==> config.mk <==
export PLATFORM = sky130hd
export DESIGN_NAME = seq_multiplier
export DESIGN_NICKNAME = d
export VERILOG_FILES = /design/src/rtl/mul_pkg.sv /design/src/rtl/RCA.sv /design/src/rtl/seq_multiplier.sv
export SDC_FILE = /design/constraint.sdc
export NUM_CORES = 1
export LEC_CHECK = 0
export ABC_AREA = 1
export CORE_MARGIN = 3
export CORE_UTILIZATION = 45
export CTS_BUF_LIST = sky130_fd_sc_hd__clkbuf_16
export DETAILED_ROUTE_END_ITERATION = 12
export HOLD_SLACK_MARGIN = 0.15
export PLACE_DENSITY = 0.69
export SLEW_MARGIN = 5
export SYNTH_ARGS = -nofsm -noshare
export SYNTH_HDL_FRONTEND = slang
export SYNTH_SLANG_ARGS = --single-unit
export TNS_END_PERCENT = 30
==> constraint.sdc <==
create_clock -name clk -period 3.65 [get_ports clk]
set_clock_uncertainty 0.05 [all_clocks]
set_input_delay 0.9125 -clock clk [delete_from_list [all_inputs] [get_ports clk]]
set_output_delay 0.9125 -clock clk [all_outputs]
set_load 0.05 [all_outputs]
==> src/rtl/mul_pkg.sv <==
// Shared definitions for the sequential multiplier.
// State encoding and default operand width.
package mul_pkg;

    localparam int MUL_N = 8;

    typedef enum logic [1:0] {
        IDLE = 2'd0,
        RUN  = 2'd1,
        DONE = 2'd2
    } state_t;

endpackage

==> src/rtl/RCA.sv <==
// N-bit ripple-carry adder, carry-in tied low.
// Used by seq_multiplier for each partial-product add.
module RCA #(
    parameter int n = 8
) (
    input  logic [n-1:0] a,
    input  logic [n-1:0] b,
    output logic [n-1:0] sum,
    output logic         cout
);

    logic [n:0] c;

    always_comb begin
        c[0] = 1'b0;
        sum  = '0;
        for (int i = 0; i < n; i++) begin
            sum[i]   = a[i] ^ b[i] ^ c[i];
            c[i+1]   = (a[i] & b[i]) | (c[i] & (a[i] ^ b[i]));
        end
        cout = c[n];
    end

endmodule

==> src/rtl/seq_multiplier.sv <==
// Unsigned shift-and-add multiplier, one partial product per clock.
// Returns a 2N-bit product with a single-cycle done pulse.
module seq_multiplier
    import mul_pkg::*;
#(
    parameter int N = MUL_N
) (
    input  logic           clk,
    input  logic           rst_n,
    input  logic           start,
    input  logic [N-1:0]   multiplicand,
    input  logic [N-1:0]   multiplier,
    output logic           busy,
    output logic           done,
    output logic [2*N-1:0] product
);

    localparam int CW = $clog2(N) + 1;

    state_t        state;
    logic [N-1:0]  m;
    logic [N-1:0]  a;
    logic [N-1:0]  q;
    logic [CW-1:0] cnt;

    logic [N-1:0]  sum;
    logic          cout;
    logic [N-1:0]  acc;
    logic          cy;
    logic [N-1:0]  a_nx;
    logic [N-1:0]  q_nx;

    RCA #(.n(N)) u_rca (
        .a    (a),
        .b    (m),
        .sum  (sum),
        .cout (cout)
    );

    // The carry shifts straight into the top of A, so it never needs storing.
    always_comb begin
        acc  = q[0] ? sum : a;
        cy   = q[0] & cout;
        a_nx = {cy, acc[N-1:1]};
        q_nx = {acc[0], q[N-1:1]};
    end

    always_ff @(posedge clk or negedge rst_n) begin
        if (!rst_n) begin
            state   <= IDLE;
            m       <= '0;
            a       <= '0;
            q       <= '0;
            cnt     <= '0;
            busy    <= 1'b0;
            done    <= 1'b0;
            product <= '0;
        end else begin
            case (state)
                IDLE: begin
                    if (start) begin
                        m     <= multiplicand;
                        q     <= multiplier;
                        a     <= '0;
                        cnt   <= '0;
                        busy  <= 1'b1;
                        state <= RUN;
                    end
                end
                RUN: begin
                    a   <= a_nx;
                    q   <= q_nx;
                    cnt <= cnt + 1'b1;
                    if (cnt == CW'(N - 1)) begin
                        product <= {a_nx, q_nx};
                        busy    <= 1'b0;
                        done    <= 1'b1;
                        state   <= DONE;
                    end
                end
                DONE: begin
                    done  <= 1'b0;
                    state <= IDLE;
                end
                default: begin
                    busy  <= 1'b0;
                    done  <= 1'b0;
                    state <= IDLE;
                end
            endcase
        end
    end

endmodule

==> results.toml, run 1 <==
[status]
status = "finished, final reports clean"

[grt]
grt_pass1_wl_um = 7620
grt_usage_pct = 15.8
grt_pass1_vias = 1634
overflow = 0
grt_antenna_before_repair = 0
grt_max_degree = 49

[min_path]
hold_path_end = "busy"
hold_path_class = "flop to flop"
min_path_cells = 2
min-delay-start = "busy"

[cells_and_area]
nets = 311
drive_above_1_share_pct = 11.3
syn2layout_area_growth_pct = 20.5
fin_cells = 350
diodes = 0

[floorplanning]
core_um2 = 4880
chipWidth_um = 78.2
initial_utilization_pct = 48.1
boundaryPins = 37
die_height_um = 78.2
dieArea_um2 = 6110
row_count = 25

[synth]
ys_seq_area_share_pct = 51.2
post_synth_num_cell_types = 23
avgSynthCellArea_um2 = 9.38
yosysMostFrequentCell = "nand2_1"
synth_top_area_share_pct = 51.2
yosys-top-cells-area = "dfrtp_1 51%, nand2_1 12%, fa_1 6.0%"
synth_cells = 250
synth_edf_count = 0
async_reset_ff_share_pct = 100
synth_common_cells = "73 x nand2_1, 48 x dfrtp_1, 27 x inv_1"
synth_area_leader_cell = "dfrtp_1"
synthesis.area_um2 = 2340
ys_ff_latch = 48
mappedNetlistNets = 278
ys_warn_count = 0
synthFlopType = "dfrtp_1"

[pwr]
seqPwrFrac_pct = 34.5
p_sw_mw = 1.25
intPower_mw = 1.50
power.share.switching_pct = 45.5
vdd.ir_drop.worst_v = 0.000537
power.leakage_nw = 1.35
p_comb_share_pct = 50.2
power_frac_clock_pct = 15.3
powerDensity_nw_per_um2 = 972

[worst_setup_path]
cp_data_arrival_time_ns = 3.51
r2r_setup_slack_ns = 0.25
crit_type = "flop to flop"
start_kind = "flop"
required_ns = 3.77
ff2ff_path_depth = 14
cp-end-kind = "flop"
worstReg2RegEnd = "a[6]"
timing.rr.start = "a[0]"
cp_max_fo = 3

[sta]
worst_pin_slew_ns = 1.05
max_freq_ghz = 0.294
hold_viol = 0
min_period_ns = 3.40
fin_setup_tns_ns = 0
finalWorstSetupSlack_ns = 0.253
report.final.slew_viol_count = 0
finalCritPeriodShare_pct = 93.1
relSlewSlack_pct = 30.0
setup_viol = 0
rsz0062_at_grt = "no"

[route]
vias_per_cell = 4.89
wl_um = 4260
antenna_left = 0
first_pass_iters = 6
drc = 0
drtIter0Drc = 120
post_drt_wl_per_cell_um = 12.2
dr_total_vias = 1713

[place]
dp_slack_ns = 0.248
io_buffers = 36
dp_hpwl_um = 2910
place_inst = 343
place_congestion = 0.747

[clock_network]
cts_setup_buffers = 0
hold_buffers = 0
clock_sinks = 48
cts_buffers = 5
cts_max_level = 2
tritoncts = "done"
cts_resized = 0
clk_latency_ns = 0.28
clkTransAtPathRegs_ns = 0.06
cts_root_buf = "clkbuf_16"
cts_buffer_depth = 2

[flow_run]
drv_cap = 0
[cells in the final DEF (no fill, tap or decap)]
cell type | netlist | routed
inv_1 | 27 | 27
a21oi_2 | 1 | 1
nor2_1 | 7 | 7
inv_4 | 1 | 1
fa_1 | 7 | 7
nand3_2 | 1 | 1
buf_2 | 0 | 1
nand2_4 | 2 | 2
nand4_1 | 2 | 2
o21ai_0 | 20 | 20
a21oi_1 | 4 | 4
clkinv_1 | 0 | 2
nand2_1 | 73 | 73
o21ai_2 | 15 | 15
ha_1 | 2 | 2
o21ai_1 | 4 | 4
nand2_2 | 3 | 3
clkdlybuf4s50_1 | 0 | 35
dfrtp_1 | 48 | 48
inv_2 | 1 | 1
nand3_1 | 20 | 20
nor2_8 | 1 | 1
o22ai_2 | 1 | 1
clkbuf_16 | 0 | 5
[cells by family (layout without fill, tap and decap cells)]
| family | after synthesis | count (layout) | share of synthesized area (%) |
|---|---|---|---|
| adders and majority gates | 9 | 9 | 7.04 |
| DFF | 48 | 48 | 51.2 |
| buffers and inverters | 39 | 72 | 8.59 |
| and+or+nand+nor | 109 | 109 | 20.7 |
| AOI/OAI and AO/OA | 45 | 45 | 12.5 |
[flip-flops by register name, indices dropped and copies added (netlist names)]
name,count
a,8
busy,1
product,16
cnt,4
q,8
done,1
m,8
state,2
[metal layers]
layer / track usage, % / vias up / wire, µm
met1: 22.2 / 807 / 2060
met2: 24.6 / 43 / 1970
met3: 3.10 / 5 / 188
met5: 0 / - / 0
li1: - / 858 / -
met4: 5.77 / 0 / 54
[worst max-delay path, cell delays in order, from the launching register on]
cell and delay, ns:
dfrtp_1 0.37, ha_1 0.17, fa_1 0.18, fa_1 0.16
inv_1 0.05, fa_1 0.38, fa_1 0.38, fa_1 0.38
fa_1 0.37, inv_1 0.07, fa_1 0.40, nand2_1 0.07
o21ai_0 0.10, nand2_1 0.10, o21ai_2 0.05
[cell type report]
cell class              count  area (µm²)
well taps                  67        83.8
repair buffers             36         355
clock buffers               5         125
multi-input cells         163         942
inverters                  29         111
flip-flops and latches     48        1200
fillers                   467        2050
clock inverters             2        7.51
[metrics by stage]
stage               util [%]  hold WS (ns)  instance area [µm²]  power [mW]
floorplan                  -         0.413                 2340        2.00
global placement        55.2         0.411                 2690        2.32
detailed placement      55.2         0.412                 2690        2.34
CTS                     57.9         0.432                 2830        2.78
global route            57.9         0.452                 2830        2.99
finish                  57.9         0.425                 2830        2.75
[power groups by stage]
stage / Clock [mW] / Sequential (mW) / Combinational [mW]
floorplan: 0 / 1.25 / 0.755
global placement: 0 / 0.947 / 1.37
detailed placement: 0 / 0.952 / 1.39
CTS: 0.435 / 0.947 / 1.40
global route: 0.453 / 0.980 / 1.56
finish: 0.419 / 0.947 / 1.38
[worst max-delay path by stage]
| stage | end | from | slack (ns) | cells past startpoint |
|---|---|---|---|---|
| floorplan | a[6] | a[0] | 0.40 | 14 |
| global placement | a[6] | a[0] | 0.30 | 14 |
| detailed placement | a[6] | a[0] | 0.25 | 14 |
| CTS | a[6] | a[0] | 0.23 | 14 |
| global route | a[6] | a[0] | 0.02 | 14 |
| finish | a[6] | a[0] | 0.25 | 14 |
(Power assumes the default switching activity.)
==> run 2: changes to the inputs <==
- GPL_TIMING_DRIVEN: default -> 0
- SLEW_MARGIN: 5 -> default
==> run 2 against run 1 <==
Core utilization up 3.2 points. Final cell count up 3.7%. Largest power group unchanged. Clock power increased by 23%. Critical path type unchanged.
==> results.toml, run 2 (synthesized netlist as in run 1, its figures left out) <==
[pwr]
power.share.switching_pct = 44.3
p_comb_share_pct = 50.5
seqPwrFrac_pct = 31.9
power.leakage_nw = 1.43
total_power_mw = 2.94
power_frac_clock_pct = 17.6
powerDensity_nw_per_um2 = 984
p_sw_mw = 1.30
intPower_mw = 1.63
vdd.ir_drop.worst_v = 0.000480

[route]
wl_um = 4550
post_drt_wl_per_cell_um = 12.5
drtIter0Drc = 166
vias_per_cell = 4.85
dr_total_vias = 1761
first_pass_iters = 4
drc = 0
antenna_left = 0

[grt]
grt_antenna_before_repair = 0
grt_pass1_vias = 1759
overflow = 0
grt_max_degree = 38
grt_pass1_wl_um = 8160
grt_usage_pct = 17.1

[cells_and_area]
diodes = 0
largest_register_ffs = 16
drive_above_1_share_pct = 15.9
fin_cells = 363
syn2layout_area_growth_pct = 27.2
regMostFlops = "product"
layout_common_cells = "73 x nand2_1, 48 x dfrtp_1, 35 x clkdlybuf4s50_1"
fill_cells = 447
nets = 323
final_common_cell = "nand2_1"

[clock_network]
clkTransAtPathRegs_ns = 0.06
cts_buffers = 5
clk_latency_ns = 0.29
clock_sinks = 48
hold_buffers = 0
tritoncts = "done"
cts_buffer_depth = 2
cts_max_level = 2
cts_root_buf = "clkbuf_16"

[floorplanning]
boundaryPins = 37
initial_utilization_pct = 48.1
core_um2 = 4880
chipWidth_um = 78.2
row_count = 25
dieArea_um2 = 6110
die_height_um = 78.2

[worst_setup_path]
slowest_delay_ns = 0.41
critPathSlowestCell = "fa_1"
required_ns = 3.78
r2r_setup_slack_ns = 0.25
crit_type = "flop to flop"
cp_max_fo = 3
start_kind = "flop"
cp_top_family = "adder cells"
crit_chain = "ha_1 > fa_1 > fa_1 > inv_1 > fa_1 > fa_1 > fa_1 > fa_2 > inv_1 > fa_1 > nand2_1 > o21ai_1 > nand2_1 > o21ai_2"
crit_top_cell = "fa_1"
cp-end-kind = "flop"
cp_data_arrival_time_ns = 3.53
worst-path-buf-inv = 2

[sta]
min_period_ns = 3.40
worst_pin_slew_ns = 0.501
finalCritPeriodShare_pct = 93.2
hold_viol = 0
relSlewSlack_pct = 66.5
setup_viol = 0
max_freq_ghz = 0.294
rsz0062_at_grt = "no"
fin_setup_tns_ns = 0
report.final.slew_viol_count = 0

[status]
status = "finished, final reports clean"

[flow_run]
drv_cap = 0

[place]
io_buffers = 36
dp_hpwl_um = 3350
place_congestion = 0.796
place_inst = 354

[min_path]
hold_path_class = "flop to flop"
[run 2: cell type report]
type / count / area [µm²] / area share (%)
Buffer: 10 / 90.1 / 3.02
Clock buffer: 5 / 125 / 4.20
Clock inverter: 3 / 42.5 / 1.43
Inverter: 29 / 111 / 3.73
Multi-Input combinational cell: 163 / 945 / 31.7
Sequential cell: 48 / 1200 / 40.3
Tap cell: 67 / 83.8 / 2.81
Timing Repair Buffer: 38 / 383 / 12.8
[run 2: worst paths after layout]
| kind | start | endpoint | cells past startpoint |
|---|---|---|---|
| min in group asynchronous | rst_n | product[12] | 1 |
| worst max register to register | a[0] | a[6] | 14 |
| worst max-delay path | a[0] | a[6] | 14 |
| worst min register to register | product[15] | product[15] | 2 |
| max in group asynchronous | rst_n | cnt[1] | 2 |
| worst min-delay path | product[15] | product[15] | 2 |
[run 2: timing repair]
action,4_1_cts,5_1_grt
resized for setup,0,2
setup buffers,0,1
endpoints found under the setup margin,0,2
[run 2: power groups by stage]
stage / clock network, mW / registers [mW] / logic (mW)
4_1_cts: 0.531 / 0.937 / 1.50
5_1_grt: 0.551 / 0.973 / 1.66
3_5_place_dp: 0 / 0.944 / 1.49
3_3_place_gp: 0 / 0.938 / 1.46
6_report: 0.517 / 0.935 / 1.48
2_1_floorplan: 0 / 1.25 / 0.755
[run 2: through the flow]
| stage | util, % | worst slack (ns) | area (µm²) | hold WS (ns) |
|---|---|---|---|---|
| floorplan | - | 0.400 | 2340 | 0.413 |
| global placement | 57.2 | 0.201 | 2790 | 0.414 |
| detailed placement | 57.5 | 0.191 | 2800 | 0.418 |
| CTS | 60.9 | 0.133 | 2970 | 0.435 |
| global route | 61.1 | 0.0227 | 2980 | 0.456 |
| finish | 61.1 | 0.249 | 2980 | 0.431 |
[run 2: worst min-delay path, stage by stage, from the launching register on]
cell and delay (ns):
dfrtp_1 0.34, nand2_1 0.06, o21ai_2 0.04
[run 2: per-layer routing]
layer | track usage (%) | wire length (µm) | vias up
met3 | 4.59 | 218 | 8
met5 | 0 | 0 | -
li1 | - | - | 884
met4 | 6.82 | 82 | 0
met2 | 26.2 | 2100 | 36
met1 | 23.0 | 2150 | 833
==> run 3: changes to the inputs <==
- CORE_MARGIN: 3 -> 1.5
- CTS_CLUSTER_DIAMETER: default -> 100
- clock period: 3.65 -> 3.6 ns (I/O delays scaled with it)
==> run 3 against run 2 <==
Count of clock-buffer cells in the layout stayed put. Power down 0.87%. Fmax shrank 1.9%. Critical endpoint unchanged. Sequential power grew 2%. Critical path depth unchanged. Non-clock buffer count did not move. Wire length rose by 3.1%. Setup slack got worse by 0.12 ns. Combinational power increased by 3%. Via count down 1.0%. Register-to-register slack worse by 0.12 ns.
==> results.toml, run 3 (synthesized netlist as in run 1, its figures left out) <==
[status]
status = "finished, final reports clean"

[sta]
max_freq_ghz = 0.288
setup_viol = 0
rsz0062_at_grt = "no"
hold_ws_ns = 0.428
finalCritPeriodShare_pct = 96.3
hold_viol = 0
worst_pin_slew_ns = 0.504
fin_setup_tns_ns = 0
relSlewSlack_pct = 66.3
min_period_ns = 3.47
report.final.slew_viol_count = 0

[min_path]
min-delay-start = "product[9]"
hold_path_class = "flop to flop"

[floorplanning]
die_height_um = 75.2
chipWidth_um = 75.2
initial_utilization_pct = 46.2
core_um2 = 5070
dieArea_um2 = 5650
row_count = 26
boundaryPins = 37

[pwr]
p_comb_share_pct = 52.1
p_sw_mw = 1.33
powerDensity_nw_per_um2 = 986
total_power_mw = 2.91
power.share.switching_pct = 45.6
power.leakage_nw = 1.43
power_frac_clock_pct = 15.2
vdd.ir_drop.worst_v = 0.000413
seqPwrFrac_pct = 32.7
intPower_mw = 1.58

[cells_and_area]
layout_common_cells = "73 x nand2_1, 48 x dfrtp_1, 35 x clkdlybuf4s50_1"
largest_register_ffs = 16
regMostFlops = "product"
finish.utilization_pct = 58.2
fill_cells = 493
regArea_um2 = 1200
nets = 323
final_common_cell = "nand2_1"
syn2layout_area_growth_pct = 25.9
multi_input_area_um2 = 942
diodes = 0
drive_above_1_share_pct = 14.5
final_cell_area_um2 = 2950

[worst_setup_path]
slowest_delay_ns = 0.41
critPathSlowestCell = "fa_1"
cp-end-kind = "flop"
critPathLaunch = "a[0]"
start_kind = "flop"
worst-path-buf-inv = 2
cp_max_fo = 3
crit_top_cell = "fa_1"
required_ns = 3.73
cp_data_arrival_time_ns = 3.60
timing.rr.start = "a[0]"
crit_chain = "ha_1 > fa_1 > fa_1 > inv_1 > fa_1 > fa_1 > fa_1 > fa_1 > inv_1 > fa_1 > nand2_1 > o21ai_1 > nand2_1 > o21ai_2"
cp_top_family = "adder cells"
crit_type = "flop to flop"

[route]
first_pass_iters = 4
drc = 0
drtIter0Drc = 89
vias_per_cell = 4.76
wl_um = 4700
dr_total_vias = 1743
antenna_left = 0
post_drt_wl_per_cell_um = 12.8

[clock_network]
cts_buffer_depth = 2
cts_buffers = 5
clock_sinks = 48
tritoncts = "done"
clkTransAtPathRegs_ns = 0.06
cts_max_level = 2
clk_latency_ns = 0.29
cts_root_buf = "clkbuf_16"

[grt]
overflow = 0
grt_pass1_wl_um = 7960
grt_usage_pct = 19.1
grt_antenna_before_repair = 0
grt_max_degree = 36
grt_pass1_vias = 1678

[flow_run]
drv_cap = 0

[place]
dp_hpwl_um = 3430
place_congestion = 0.817
dpl_cell_area_um2 = 2810
io_buffers = 36
-- run 3: worst paths after layout --
kind,end,slack [ns],cells past startpoint
setup / recovery,a[6],0.13,14
max in group asynchronous,q[4],2.57,2
min in group asynchronous,product[10],0.45,1
setup reg to reg,a[6],0.13,14
hold reg to reg,product[9],0.43,2
hold / removal,product[9],0.43,2
-- run 3: layout make-up --
class                           instances  share of cell area, %
Clock buffer                            5                   4.24
Sequential cell                        48                   40.7
Inverter                               29                   3.77
Buffer                                 10                   3.05
Timing Repair Buffer                   38                   13.0
Clock inverter                          3                  0.382
Multi-Input combinational cell        163                   31.9
Tap cell                               70                   2.97
-- run 3: repair_timing --
action / in CTS / in global routing
hold buffers: 0 / 0
setup buffers: 0 / 1
gates resized for setup: 0 / 1
setup endpoints to repair: 0 / 2
-- run 3: tightest hold or removal path: stages, from the launching register on --
cell	delay [ns]
dfrtp_1	0.34
nand2_1	0.06
o21ai_2	0.05
-- run 3: power by group through the flow --
stage,Clock [mW],Sequential [mW],Combinational [mW]
final,0.442,0.951,1.52
after global routing,0.472,0.985,1.70
after CTS,0.452,0.954,1.53
after detailed placement,0,0.960,1.52
after global placement,0,0.949,1.48
after floorplan,0,1.26,0.766
-- run 3: metrics by stage --
stage,worst slack (ns),instances
2_1_floorplan,0.350,250
3_5_place_dp,0.0862,357
5_1_grt,0.0321,366
6_report,0.133,366
3_3_place_gp,0.158,356
4_1_cts,0.0736,365
-- run 3: metal layers --
metal | global-route usage, % | routed length, µm
met1 | 25.3 | 2230
met2 | 31.0 | 2230
met3 | 4.42 | 163
met4 | 6.55 | 70
met5 | 0 | 0
